**src/rtl/most_ones_pkg.sv**
```systemverilog
// Shared constants and width helpers for the most_ones voter family.
package most_ones_pkg;

    localparam int unsigned TIE_ZERO  = 0;
    localparam int unsigned TIE_ONE_C = 1;

    // Ceiling log2, with clog2(0) = clog2(1) = 0.
    function automatic int unsigned clog2(input int unsigned v);
        int unsigned r;
        r = 0;
        while ((64'd1 << r) < 64'(v)) r++;
        return r;
    endfunction

    // Width needed to hold a popcount of w bits (0..w).
    function automatic int unsigned CW(input int unsigned w);
        return clog2(w + 1);
    endfunction

    // Width needed to hold a window count of d decisions (0..d).
    function automatic int unsigned WCW(input int unsigned d);
        return clog2(d + 1);
    endfunction

endpackage

```
**src/rtl/most_ones_popcount.sv**
```systemverilog
// Combinational population count of a WIDTH-bit vector.
module most_ones_popcount
    import most_ones_pkg::*;
#(
    parameter int unsigned WIDTH = 3
) (
    input  logic [WIDTH-1:0]     x,
    output logic [CW(WIDTH)-1:0] count
);

    localparam int unsigned CWL = CW(WIDTH);

    // Sum of all input bits; the result width can hold WIDTH without overflow.
    always_comb begin
        count = '0;
        for (int unsigned i = 0; i < WIDTH; i++) begin
            count = count + CWL'(x[i]);
        end
    end

endmodule

```
**src/rtl/most_ones_filter.sv**
```systemverilog
// Two-stage majority voter with a sliding-window temporal majority filter.
// Optional feature: define MOST_ONES_COUNT_OUT_EN to expose the per-sample
// popcount on port ones.
module most_ones_filter
    import most_ones_pkg::*;
#(
    parameter int unsigned WIDTH   = 3,
    parameter int unsigned DEPTH   = 5,
    parameter int unsigned TIE_ONE = TIE_ZERO
) (
    input  logic             clk,
    input  logic             rst,
    input  logic             in_valid,
    input  logic [WIDTH-1:0] x,
    output logic             out_valid,
    output logic             y,
    output logic             y_filt,
    output logic             warm
`ifdef MOST_ONES_COUNT_OUT_EN
    ,
    output logic [CW(WIDTH)-1:0] ones
`endif
);

    localparam int unsigned CWL  = CW(WIDTH);
    localparam int unsigned WCWL = WCW(DEPTH);
    localparam bit          TIE  = (TIE_ONE != TIE_ZERO);

    logic [CWL-1:0]   cnt1;
    logic             maj1_d;
    logic             maj1_q;
    logic             v1_q;
`ifdef MOST_ONES_COUNT_OUT_EN
    logic [CWL-1:0]   cnt1_q;
    logic [CWL-1:0]   ones_q;
`endif

    logic [DEPTH-1:0] hist_q, hist_d;
    logic [WCWL-1:0]  wcnt_q, wcnt_d;
    logic [WCWL-1:0]  fill_q, fill_d;
    logic             yfilt_d;
    logic             out_valid_q, y_q, y_filt_q, warm_q;

    most_ones_popcount #(.WIDTH(WIDTH)) u_popcount (
        .x     (x),
        .count (cnt1)
    );

    // Instant majority of the incoming sample, ties resolved by TIE_ONE.
    always_comb begin
        maj1_d = (32'd2 * 32'(cnt1) > WIDTH) | (TIE & (32'd2 * 32'(cnt1) == WIDTH));
    end

    // Stage 1: capture the instant decision of each valid sample.
    always_ff @(posedge clk or posedge rst) begin
        if (rst) begin
            v1_q   <= 1'b0;
            maj1_q <= 1'b0;
`ifdef MOST_ONES_COUNT_OUT_EN
            cnt1_q <= '0;
`endif
        end else begin
            v1_q <= in_valid;
            if (in_valid) begin
                maj1_q <= maj1_d;
`ifdef MOST_ONES_COUNT_OUT_EN
                cnt1_q <= cnt1;
`endif
            end
        end
    end

    // Window next state; the shift form also covers DEPTH=1 (hist becomes maj1).
    always_comb begin
        hist_d  = (hist_q << 1) | DEPTH'(maj1_q);
        wcnt_d  = wcnt_q + WCWL'(maj1_q) - WCWL'(hist_q[DEPTH-1]);
        fill_d  = (fill_q == WCWL'(DEPTH)) ? fill_q : fill_q + WCWL'(1);
        yfilt_d = (32'd2 * 32'(wcnt_d) > DEPTH) | (TIE & (32'd2 * 32'(wcnt_d) == DEPTH));
    end

    // Stage 2: advance the window only on valid samples and register outputs.
    always_ff @(posedge clk or posedge rst) begin
        if (rst) begin
            out_valid_q <= 1'b0;
            y_q         <= 1'b0;
            y_filt_q    <= 1'b0;
            warm_q      <= 1'b0;
            hist_q      <= '0;
            wcnt_q      <= '0;
            fill_q      <= '0;
`ifdef MOST_ONES_COUNT_OUT_EN
            ones_q      <= '0;
`endif
        end else begin
            out_valid_q <= v1_q;
            if (v1_q) begin
                hist_q   <= hist_d;
                wcnt_q   <= wcnt_d;
                fill_q   <= fill_d;
                y_q      <= maj1_q;
                y_filt_q <= yfilt_d;
                warm_q   <= (fill_d == WCWL'(DEPTH));
`ifdef MOST_ONES_COUNT_OUT_EN
                ones_q   <= cnt1_q;
`endif
            end
        end
    end

    assign out_valid = out_valid_q;
    assign y         = y_q;
    assign y_filt    = y_filt_q;
    assign warm      = warm_q;
`ifdef MOST_ONES_COUNT_OUT_EN
    assign ones      = ones_q;
`endif

endmodule
```
**config.mk**
```make
export PLATFORM = sky130hd
export DESIGN_NAME = most_ones_filter
export DESIGN_NICKNAME = d
export VERILOG_FILES = /design/src/rtl/most_ones_pkg.sv /design/src/rtl/most_ones_popcount.sv /design/src/rtl/most_ones_filter.sv
export SDC_FILE = /design/constraint.sdc
export NUM_CORES = 1
export LEC_CHECK = 0
export BUFFER_PORTS_ARGS = -buffer_cell sky130_fd_sc_hd__buf_2
export CAP_MARGIN = 10
export CORE_AREA = 2 2 47 49
export CTS_CLUSTER_DIAMETER = 50
export CTS_CLUSTER_SIZE = 20
export DETAILED_ROUTE_END_ITERATION = 10
export DIE_AREA = 0 0 49 51
export GPL_ROUTABILITY_DRIVEN = 0
export PLACE_DENSITY = 0.59
export SYNTH_ARGS = -nofsm -noshare
export SYNTH_HDL_FRONTEND = slang
export SYNTH_HIERARCHICAL = 1
export SYNTH_SLANG_ARGS = --single-unit
export TNS_END_PERCENT = 1
```
**constraint.sdc**
```tcl
create_clock -name clk -period 3 [get_ports clk]
set_clock_uncertainty 0.15 [all_clocks]
set_input_delay 0.3 -clock clk [delete_from_list [all_inputs] [get_ports clk]]
set_output_delay 0.3 -clock clk [all_outputs]
set_load 0.02 [all_outputs]
```
# --- Word-level counts from Yosys, hierarchy flattened ---
# Cells that the tools add are included.
word_totals:
  output_inout_bits: 4
  ram_bits: 0
  word_cells: 20
  memories: 0
  input_bits: 6
  latchBits: 0
  romBits: 0
  register_bits: 17
op_classes:
  n_addsub: 5
  n_bitwise: 1
  order_cmp: 2
  div: 0
  reduce_logical: 0
  eq_ne: 2
  n_mul: 0
  shifts: 0
  n_mux: 1
ops:
  columns: ["cell", "count"]
  rows:
  - ["3-bit == test, second input constant", 2]
  - ["5-bit by 1-bit bitwise OR with 5-bit output", 1]
  - ["4-bit by 3-bit > comparator with 1-bit output, second input constant", 1]
  - ["3-bit by 1-bit adder with 3-bit output", 1]
  - ["3-bit by 1-bit adder with 3-bit output, second input constant", 1]
  - ["3-bit by 2-bit > comparator with 1-bit output, second input constant", 1]
  - ["3-bit two-way mux", 1]
  - ["3-bit by 1-bit subtractor with 3-bit output", 1]
  - ["1-bit by 1-bit adder with 2-bit output", 1]
  - ["2-bit by 1-bit adder with 2-bit output", 1]

# --- Logic depth before layout (Yosys ltp) ---
depth:
  word_depth: 3
  depth_mapped: 8

# --- Cells and area by module ---
# The synthesis kept the hierarchy.
by_module_without_submodules:
  columns: ["mod", "area_each_um2", "instances", "cells_each"]
  rows:
  - ["most_ones_filter", 726.9, 1, 61]
  - ["most_ones_popcount", 20.0, 1, 1]

# --- Least setup slack after synthesis ---
# Ideal clock, no wire load.
synth_path:
  path_kind: "flip-flop to flip-flop"
  from: "register hist_q[4]"
  to: "register y_filt_q, in the netlist y_filt"
  n_path_buf: 0
  setup_slack_ps: 1099
  path_stages_with_launch: 8
  synth_period_minus_slack_ps: 1901
  arrival_time_ps: 1621
  cell_sequence: "dfrtp_1 -> ha_1 -> inv_1 -> ha_1 -> fa_1 -> xnor2_1 -> xnor2_1 -> a31oi_1"
synth_via:
  elab_chain_cells: 2
synth_rtl:
  columns: ["item", "line_no", "rtl"]
  rows:
  - ["from (decl)", "most_ones_filter.sv:38", "logic [DEPTH-1:0] hist_q, hist_d;"]
  - ["from (signal assigned)", "most_ones_filter.sv:97", "hist_q <= hist_d;"]
  - ["3-bit by 1-bit subtractor with 3-bit output", "most_ones_filter.sv:76", "wcnt_d = wcnt_q + WCWL'(maj1_q) - WCWL'(hist_q[DEPTH-1]);"]
  - ["4-bit by 3-bit > comparator with 1-bit output", "most_ones_filter.sv:78", "yfilt_d = (32'd2 * 32'(wcnt_d) > DEPTH) | (TIE & (32'd2 * 32'(wcnt_d) == DEPTH));"]
  - ["to (signal assigned)", "most_ones_filter.sv:101", "y_filt_q <= yfilt_d;"]
  - ["to (decl)", "most_ones_filter.sv:42", "logic out_valid_q, y_q, y_filt_q, warm_q;"]
# No other way between the ends.
# A chain may end at the register's enable or synchronous reset.

# --- Final worst setup path ---
# Ends and elaborated chain as after synthesis.

==> results.tsv <==
stage	metric	value	unit
yosys	Post-synth EDFFs	0	
layout	fill count	210	
hold_path	Min-Delay Path Depth	3	
layout	share of layout cells above drive strength 1	0.257	
worst_setup_path	startpoint types	flop	
yosys	cell with the most instances after synthesis	dfrtp_1	
yosys	Primary FF master, synth	dfrtp_1	
layout	Final Non-Filler Cells	102	
yosys	top cell type's share of synthesized area	0.536	
floorplan	Initial Utilization	0.362	
pwr	Gate power share	0.431	
global_routing	first-pass GRT wire length	1.95	mm
layout	post-route cell area	857	sq um
floorplan	die area	2500	sq um
worst_setup_path	CP top delay family	adder cells	
pwr	switching power	0.000295	W
pwr	Cell Pwr Density	935	nW/um^2
detailed_routing	DR vias	461	
place	Cell Area, Placed	815	sq um
timing	final hold slack	0.250	ns
floorplan	# IOs	10	
floorplan	Die H	51	microns
worst_setup_path	worst path buffer plus inverter count	1	
pwr	sequential share of power	0.432	
detailed_routing	post-route ant nets	0	
layout	P&R area growth vs syn	14.7	%
global_routing	Overflow after GRT	0	
detailed_routing	vias per cell	4.52	
worst_setup_path	critical path depth	7	
worst_setup_path	CP Cell Sequence	ha_1, inv_1, ha_1, fa_1, xnor2_1, xnor2_1, a31oi_1	
place	dpl hpwl	784	microns
detailed_routing	DR iter-0 viols	1	
timing	minimum clock period	2.07	ns
yosys	async set-or-reset flop fraction in the synthesized netlist	1.00	
timing	crit share post-route	0.688	
timing	Setup TNS	0	ns
clocking	CTS sink count	16	
timing	RSZ-0062 raised after global routing	no	
detailed_routing	final WL	1.10	mm
timing	Final Hold Vio Count	0	
worst_setup_path	reg2reg path depth	7	
clocking	worst-skew pair later-pin latency	0.28	ns
timing	Slew Limit Fails	0	
global_routing	largest net degree at the start of global routing	19	
pwr	Clk pwr share	0.137	
pwr	internal power	0.000506	W
global_routing	total track usage	0.105	
worst_setup_path	Required @ worst endpoint	2.99	ns
yosys	Seq/Total Area, Yosys	0.536	
yosys	Avg Cell Area, Syn	12.0	sq um
yosys	Synthesized Nets	74	
timing	Worst Tran Pin Value	0.607	ns
timing	FMAX	484	MHz
place	DP Cell Count	97	
clocking	clk buf depth	2	
clocking	Clock transition at path regs	0.09	ns
flow_run	max cap viols	0	
yosys	synth unique cells	18	
global_routing	initial antenna violation count	0	
worst_setup_path	WS Path Type	flop to flop	
clocking	TritonCTS clock tree	done	
yosys	Synth Register Bits	16	
clocking	cts bufs inserted	3	
detailed_routing	per-cell routed wire length	10.7	microns
status	status	finished, final reports clean	
yosys	Synth area leaders	dfrtp_1 (54%), mux2_2 (9.0%), ha_1 (6.7%)	
pwr	Switching Share	0.369	
worst_setup_path	Crit. End Element	flop	
floorplan	die width	49	microns
timing	normalized max-slew margin	0.595	
worst_setup_path	peak fanout along the critical path	2	
floorplan	row count	17	
yosys	leading area contributor after synthesis	dfrtp_1	
worst_setup_path	Critical Path Max Stage Delay	0.40	ns
pwr	Max VDD drop	0.000350	V
layout	nets	88	
floorplan	Core Box Area	2060	sq um
pwr	P_leak	0.402	nW
yosys	Syn Inst Count	62	
timing	final setup violation count	0	
yosys	Post-synth top cells	dfrtp_1 (16), inv_1 (8), mux2_2 (6)	
worst_setup_path	slowest CP cell	fa_1	
clocking	Clk Tree Root Cell	clkbuf_4	
clocking	H-tree depth	1	
layout	post-layout util	0.415	
hold_path	Worst Hold Class	primary input to flop	
layout	Antenna Cells	0	
detailed_routing	Residual DRC	0	
global_routing	vias in the first global route	469	
place	Port Buffer Count	9	
yosys	YS warnings	6	
worst_setup_path	WP data arrival	2.06	ns
detailed_routing	Pre-Repair DR Iteration Count	4	
yosys	Netlist Area Pre-Place	747	sq um
## flip-flops by register name (all words and copies together), names as in the netlist
| name | cells |
|---|---|
| wcnt_q | 3 |
| out_valid | 1 |
| fill_q | 3 |
| hist_q | 5 |
| warm | 1 |
| y_filt | 1 |
| maj1_q | 1 |
| v1_q | 1 |
## metrics by stage
step	setup WS [ns]	power [W]
global placement	1.03	0.000675
finish	0.935	0.000801
detailed placement	0.933	0.000699
CTS	0.909	0.000815
floorplan	1.10	0.000617
global route	0.835	0.000871
## power by group through the flow
stage	combinational (W)	sequential, W	clock [W]
after detailed placement	0.000346	0.000352	0
final	0.000345	0.000346	0.000110
after global routing	0.000390	0.000357	0.000124
after global placement	0.000326	0.000349	0
after floorplan	0.000260	0.000357	0
after CTS	0.000351	0.000347	0.000117
## final cells by class
type / instances / area, sq um / share of cell area
Tap cell: 28 / 35.0 / 0.0409
Inverter: 8 / 30.0 / 0.0350
Multi-Input combinational cell: 36 / 304 / 0.355
Clock buffer: 3 / 22.5 / 0.0263
Sequential cell: 16 / 400 / 0.467
Timing Repair Buffer: 11 / 65.1 / 0.0759
## final timing paths
| path | end | start | slack, ns |
|---|---|---|---|
| setup / recovery | y_filt$_DFFE_PP0P_ | hist_q[4]$_DFFE_PP0P_ | 0.93 |
| hold / removal | maj1_q$_DFFE_PP0P_ | x[2] | 0.25 |
| setup reg to reg | y_filt$_DFFE_PP0P_ | hist_q[4]$_DFFE_PP0P_ | 0.93 |
| hold reg to reg | wcnt_q[2]$_DFFE_PP0P_ | wcnt_q[2]$_DFFE_PP0P_ | 0.35 |
| max in group asynchronous | warm$_DFFE_PP0P_ | rst | 1.81 |
| min in group asynchronous | v1_q$_DFF_PP0_ | rst | 0.50 |
## worst reg2reg max path, stage by stage, from the launching register on
cell and delay (ns):
dfrtp_1 0.39, ha_1 0.27, inv_1 0.04, ha_1 0.19, fa_1 0.40, xnor2_1 0.23, xnor2_1 0.16, a31oi_1 0.10
## per-layer routing
layer  part of all wire  global-route usage  vias up
li1                   -                   -      228
met1               0.49               0.126      228
met2               0.48               0.176        5
met3              0.027              0.0175        0
met4                  0              0.0714        0
met5                  0                   0        -
## kinds of logic (layout without fill, tap and decap cells)
kind of cell / after synthesis / count (layout) / share of synthesized area
flops: 16 / 16 / 0.536
compound gates: 11 / 11 / 0.0921
buf+inv: 10 / 22 / 0.0570
simple gates: 9 / 9 / 0.0570
fa+ha+maj: 6 / 6 / 0.121
mux: 6 / 6 / 0.0904
xor+xnor: 4 / 4 / 0.0469
## cell usage in the layout, fill, tap and decap left out, types with 3 or more instances in the layout
master    count
buf_2         9
inv_1         8
dfrtp_1      16
ha_1          4
o21ai_0       3
clkbuf_4      3
mux2_2        6
xnor2_1       4
a31oi_1       3
nand2_1       5
## what timing repair did
action | in CTS | in global routing
endpoints found under the setup margin | 0 | 0
endpoints found under the hold margin | 17 | 0
gates resized for setup | 0 | 0
buffers inserted | 0 | 0
hold buffers | 2 | 0
Note: power is estimated with default switching activity, not from simulation.
